**src/rtl/reg_rename_file.sv**
```systemverilog
`default_nettype none
// ============================================================================
// Module      : reg_rename_file
// Description : Architectural register file with per-register rename tags,
//               same-group bypass, commit forwarding and misprediction flush.
// Revision    : 1.0 - initial release
// ============================================================================
module reg_rename_file #(
    parameter int XLEN     = 32,
    parameter int ROB_LOG  = 4,
    parameter int ISSUE_W  = 2,
    parameter int COMMIT_W = 2
) (
    input  logic                            clk,
    input  logic                            rst,
    input  logic                            rdy,
    input  logic [2*ISSUE_W-1:0]            src_valid,
    input  logic [2*ISSUE_W*5-1:0]          src_idx,
    output logic [2*ISSUE_W*XLEN-1:0]       src_V,
    output logic [2*ISSUE_W-1:0]            src_R,
    output logic [2*ISSUE_W*ROB_LOG-1:0]    src_Q,
    input  logic [ISSUE_W-1:0]              rename_valid,
    input  logic [ISSUE_W*5-1:0]            issue_rd,
    input  logic [ISSUE_W*ROB_LOG-1:0]      issue_RobId,
    input  logic [COMMIT_W-1:0]             commit_valid,
    input  logic [COMMIT_W*5-1:0]           commit_dest,
    input  logic [COMMIT_W*XLEN-1:0]        commit_value,
    input  logic [COMMIT_W*ROB_LOG-1:0]     commit_RobId,
    input  logic                            jump_flag
);

    localparam int c_NSRC = 2 * ISSUE_W;

    logic [XLEN-1:0]    r_value      [32];
    logic [ROB_LOG-1:0] r_tag        [32];
    logic [XLEN-1:0]    w_value_next [32];
    logic [ROB_LOG-1:0] w_tag_next   [32];
    logic [31:0]        w_rename_hit;

    always_comb begin
        w_rename_hit = '0;
        for (int s = 0; s < ISSUE_W; s++) begin
            if (rename_valid[s]) begin
                w_rename_hit[issue_rd[s*5 +: 5]] = 1'b1;
            end
        end
    end

    // Ascending slot loops let the higher (younger) slot win on collisions.
    always_comb begin
        for (int r = 0; r < 32; r++) begin
            w_value_next[r] = r_value[r];
            w_tag_next[r]   = r_tag[r];
        end
        for (int k = 0; k < COMMIT_W; k++) begin
            if (commit_valid[k] && commit_dest[k*5 +: 5] != 5'd0) begin
                w_value_next[commit_dest[k*5 +: 5]] = commit_value[k*XLEN +: XLEN];
            end
        end
        if (jump_flag) begin
            for (int r = 0; r < 32; r++) begin
                w_tag_next[r] = '0;
            end
        end else begin
            for (int k = 0; k < COMMIT_W; k++) begin
                if (commit_valid[k] && commit_dest[k*5 +: 5] != 5'd0 &&
                    r_tag[commit_dest[k*5 +: 5]] == commit_RobId[k*ROB_LOG +: ROB_LOG] &&
                    !w_rename_hit[commit_dest[k*5 +: 5]]) begin
                    w_tag_next[commit_dest[k*5 +: 5]] = '0;
                end
            end
            for (int s = 0; s < ISSUE_W; s++) begin
                if (rename_valid[s] && issue_rd[s*5 +: 5] != 5'd0) begin
                    w_tag_next[issue_rd[s*5 +: 5]] = issue_RobId[s*ROB_LOG +: ROB_LOG];
                end
            end
        end
    end

    always_ff @(posedge clk) begin
        if (rst) begin
            for (int r = 0; r < 32; r++) begin
                r_value[r] <= '0;
                r_tag[r]   <= '0;
            end
        end else if (rdy) begin
            for (int r = 0; r < 32; r++) begin
                r_value[r] <= w_value_next[r];
                r_tag[r]   <= w_tag_next[r];
            end
        end
    end

    generate
        for (genvar i = 0; i < c_NSRC; i++) begin : g_src
            localparam int c_SLOT = i / 2;

            logic [4:0]         w_idx;
            logic [ROB_LOG-1:0] w_tag;
            logic               w_byp;
            logic [ROB_LOG-1:0] w_byp_q;
            logic               w_fwd;
            logic [XLEN-1:0]    w_fwd_v;
            logic [XLEN-1:0]    w_v;
            logic               w_r;
            logic [ROB_LOG-1:0] w_q;

            assign w_idx = src_idx[i*5 +: 5];
            assign w_tag = r_tag[w_idx];

            always_comb begin
                w_byp   = 1'b0;
                w_byp_q = '0;
                for (int t = 0; t < ISSUE_W; t++) begin
                    if (t < c_SLOT && rename_valid[t] && w_idx != 5'd0 &&
                        issue_rd[t*5 +: 5] == w_idx) begin
                        w_byp   = 1'b1;
                        w_byp_q = issue_RobId[t*ROB_LOG +: ROB_LOG];
                    end
                end
                w_fwd   = 1'b0;
                w_fwd_v = '0;
                for (int k = 0; k < COMMIT_W; k++) begin
                    if (commit_valid[k] && commit_RobId[k*ROB_LOG +: ROB_LOG] == w_tag) begin
                        w_fwd   = 1'b1;
                        w_fwd_v = commit_value[k*XLEN +: XLEN];
                    end
                end
            end

            always_comb begin
                w_v = '0;
                w_r = 1'b0;
                w_q = '0;
                if (src_valid[i]) begin
                    if (w_byp) begin
                        w_q = w_byp_q;
                    end else if (w_tag == '0) begin
                        w_v = r_value[w_idx];
                        w_r = 1'b1;
                    end else if (w_fwd) begin
                        w_v = w_fwd_v;
                        w_r = 1'b1;
                    end else begin
                        w_q = w_tag;
                    end
                end
            end

            assign src_V[i*XLEN +: XLEN]       = w_v;
            assign src_R[i]                    = w_r;
            assign src_Q[i*ROB_LOG +: ROB_LOG] = w_q;
        end
    endgenerate

endmodule
`default_nettype wire

```
**config.mk**
```make
export PLATFORM = sky130hd
export DESIGN_NAME = reg_rename_file
export DESIGN_NICKNAME = d
export VERILOG_FILES = /design/src/rtl/reg_rename_file.sv
export SDC_FILE = /design/constraint.sdc
export NUM_CORES = 2
export LEC_CHECK = 0
export BUFFER_PORTS_ARGS = -buffer_cell sky130_fd_sc_hd__buf_2
export CAP_MARGIN = 0
export CELL_PAD_IN_SITES_DETAIL_PLACEMENT = 0
export CELL_PAD_IN_SITES_GLOBAL_PLACEMENT = 2
export CORE_ASPECT_RATIO = 0.7
export CORE_MARGIN = 2
export CORE_UTILIZATION = 41
export CTS_BUF_LIST = sky130_fd_sc_hd__clkbuf_16
export CTS_CLUSTER_DIAMETER = 150
export DETAILED_ROUTE_END_ITERATION = 10
export GPL_ROUTABILITY_DRIVEN = 0
export HOLD_SLACK_MARGIN = 0.06
export PLACE_DENSITY = 0.83
export RECOVER_POWER = 25
export SYNTH_ARGS = -nofsm -noshare
export SYNTH_HDL_FRONTEND = slang
export SYNTH_SLANG_ARGS = --single-unit
```
**constraint.sdc**
```tcl
create_clock -name clk -period 20.9 [get_ports clk]
set_input_delay 6.27 -clock clk [delete_from_list [all_inputs] [get_ports clk]]
set_output_delay 6.27 -clock clk [all_outputs]
set_load 0.02 [all_outputs]
```
==> summary.txt <==
Run status
  • Status: finished with violations
  • Failing checks: max-capacitance violations, max-slew violations

Routing
  • Routed WL per cell: 43.1 µm
  • Final ANT Viol Nets: 0
  • Vias per inst: 7.94
  • Highest metal layer with signal wires: met5
  • Detail Route met3 WL: 94.0 mm
  • # DRC: 0
  • Pre-antenna DRT Iters: 10
  • Met1 wire length: around 180 mm
  • Total wire length: 508 mm
  • Initial drt markers: between 15000 and 20000
  • WL met2: 202 mm
  • DR vias: 93600

Setup path
  • Critical-path maximum fanout: 148
  • Critical path required time: 21.43 ns
  • Setup CP Type: input pin to flop
  • Crit path capture type: flop
  • CP bufs+invs: 4
  • Crit-path cells: clkbuf_1, nand2b_1, clkbuf_1, clkbuf_2, buf_4, a211oi_1
  • CP arrival: 19.47 ns
  • Worst setup SP type: input pin
  • Slowest-stage cell, CP: clkbuf_1
  • Worst path top cell family by delay: buffers and inverters
  • Slowest stage delay, CP: roughly 3.7 ns
  • Crit-path most repeated cell: clkbuf_1

Timing
  • RSZ-0062 raised after global routing: false
  • Worst-margin pin slew: around 5.5 ns
  • Post-route setup slack: 1.96 ns
  • Final Max Slew Viols: 1434
  • Final Hold Vio Count: 0
  • Relative slew slack: -265%
  • Final Skew: 0.0360 ns
  • # setup viols final: 0
  • Tcrit/Tclk final: 90.6%
  • Setup tns final: 0 ns
  • Tmin final: 18.94 ns
  • Peak Freq: between 50 and 60 MHz
  • Hold Slack: 0.640 ns

Cells and area
  • Design Area, Final: 0.114 mm²
  • Multi-input logic area: about 0.067 mm²
  • Synth-to-Final Area Change: 7.55%
  • Sequential Area: between 0.03 and 0.04 mm²
  • Finished Core Util: 44.5%
  • Fillers: 22900
  • Layout cells sized above 1: 27.9%
  • NumNets Final: 8411

Clocking
  • Max Buffers Root-to-Sink: 4
  • CTS tree: done
  • CTS Buf Count: between 100 and 150
  • H-tree Lvls: 4
  • Post-CTS setup buffer count: 0
  • Worst-path clk slew: roughly 0.06 ns
  • Clk sinks: 1152
  • Hold_buf cts: 0
  • Clock latency on the worst-skew pair: 0.86 ns
  • Root Driver: clkbuf_16
  • Post_cts resized: 0

Floorplan
  • FP Rows: 155
  • Initial Util: 41.4%
  • Die W: around 610 µm
  • Core Footprint: 0.256 mm²
  • Die area: 0.262 mm²
  • # IOs: 280
  • Die H: 429 µm

Yosys
  • Cell Area, Synth: approximately 0.11 mm²
  • EDFF count, synth: 1152
  • Yosys Warn Count: 0
  • Asr flop ratio synth: 0%
  • Post-Synthesis Net Count: 8945
  • Dominant synthesized flop cell: edfxtp_1
  • Distinct cells, synth: 75
  • Synthesized area per cell: 12.0 µm²
  • Flop and latch count out of synthesis: 1152
  • Mapped Cells: 8813
  • Sequential area share after synthesis: 32.7%

GRT
  • Antenna violations before repair: 35
  • Largest net degree at the start of global routing: 177
  • Vias in the first global route: 86200
  • Total global routing track utilization: 37.7%
  • Remaining Overflow, GRT: 0
  • Global-route wire length before repair: between 700 and 800 mm

Place
  • DP Area: 0.109 mm²
  • Port Buffer Count: 279
  • Worst slack, placed: 3.40 ns
  • Post-DP HPWL: 307 mm

Flow run
  • Max-cap violations: 18

Hold path
  • Worst min path class: flop to flop

Power
  • Worst VDD drop: 55.3 µV
  • Pwr dens: between 60 and 70 mW/mm²
  • Total leakage power: 0.0376 µW
[cells in the final DEF (no fill, tap or decap), types with 21 or more instances in the layout]
cell type,synthesis,routed
mux4_2,1402,1402
mux2i_1,1226,1226
edfxtp_1,1152,1152
nor2_1,1112,1081
a211oi_1,1023,1023
nand2_1,294,267
buf_2,85,257
buf_4,19,241
o21ai_0,194,194
clkbuf_16,0,147
a21oi_1,137,137
a22oi_1,129,129
a31oi_1,126,126
nand3_1,95,93
mux2_2,77,77
a221oi_1,76,76
nand4_1,55,55
or3b_2,50,47
clkinv_1,2,38
diode_2,0,37
inv_1,18,37
and2_1,56,35
a311oi_1,34,34
nor2_4,1,31
o211ai_1,26,26
nand2_4,0,26
xnor2_1,25,25
nor2b_1,27,24
and2_0,1,21
[through the flow]
| step | power [µW] | std cells |
|---|---|---|
| finish | 7420 | 11800 |
| global route | 7530 | 11800 |
| CTS | 7300 | 11800 |
| detailed placement | 4840 | 11500 |
| global placement | 4800 | 11500 |
| floorplan | 4180 | 8813 |
[cell type report]
class,instances,share of cell area (%)
multi-input cells,6424,58.8
flip-flops and latches,1152,30.4
well taps,3375,3.71
clock buffers,147,3.24
repair buffers,538,3.11
clock inverters,95,0.588
diodes,37,0.0814
inverters,20,0.0660
[where the power goes]
group          leakage (µW)  switching (µW)  internal (µW)
sequential           0.0127             242           2750
clock               0.00219            1130           1380
combinational        0.0227            1140            786
total                0.0376            2510           4910
[cell usage after synthesis, types with 19 or more instances]
cell type  number  area, µm²
mux4_2       1402      31600
mux2i_1      1226      12300
edfxtp_1     1152      34600
nor2_1       1112       4170
a211oi_1     1023       7680
clkbuf_1      912       3420
nand2_1       294       1100
buf_1         198        743
o21ai_0       194        971
a21oi_1       137        686
a22oi_1       129        968
a31oi_1       126        788
nand3_1        95        475
buf_2          85        425
mux2_2         77        867
a221oi_1       76        666
and2_1         56        350
nand4_1        55        344
or3b_2         50        438
a311oi_1       34        298
nor2b_1        27        169
o211ai_1       26        195
xnor2_1        25        219
nand2b_1       21        131
nor4_1         20        125
buf_4          19        143
[kinds of logic (layout without fill, tap and decap cells)]
logic type | count (synthesis) | in the layout | share of synthesized area [%]
other cells | 0 | 37 | 0
flops | 1152 | 1152 | 32.7
compound gates | 1836 | 1836 | 12.3
mux | 2705 | 2705 | 42.3
xor+xnor | 43 | 43 | 0.356
buf+inv | 1237 | 800 | 4.58
simple gates | 1840 | 1840 | 7.72
[registers in the layout (all words and copies together), names as in the netlist]
| name | cells |
|---|---|
| r_value | 1024 |
| r_tag | 128 |
[final timing paths]
check                startpoint              to  slack, ns  cells past startpoint
setup reg to reg   r_tag[14][2]     r_tag[2][0]      16.28                      9
hold / removal    r_value[0][0]   r_value[0][0]       0.64                      1
setup / recovery            rst  r_value[2][26]       1.96                      6
hold reg to reg   r_value[0][0]   r_value[0][0]       0.64                      1
[layer usage]
metal	up-vias	global-route usage, %
met3	1881	19.1
met4	48	21.2
met1	46900	49.2
met5	-	0.985
li1	35100	-
met2	9590	49.9
No activity file was read; power rests on OpenSTA's default activity.
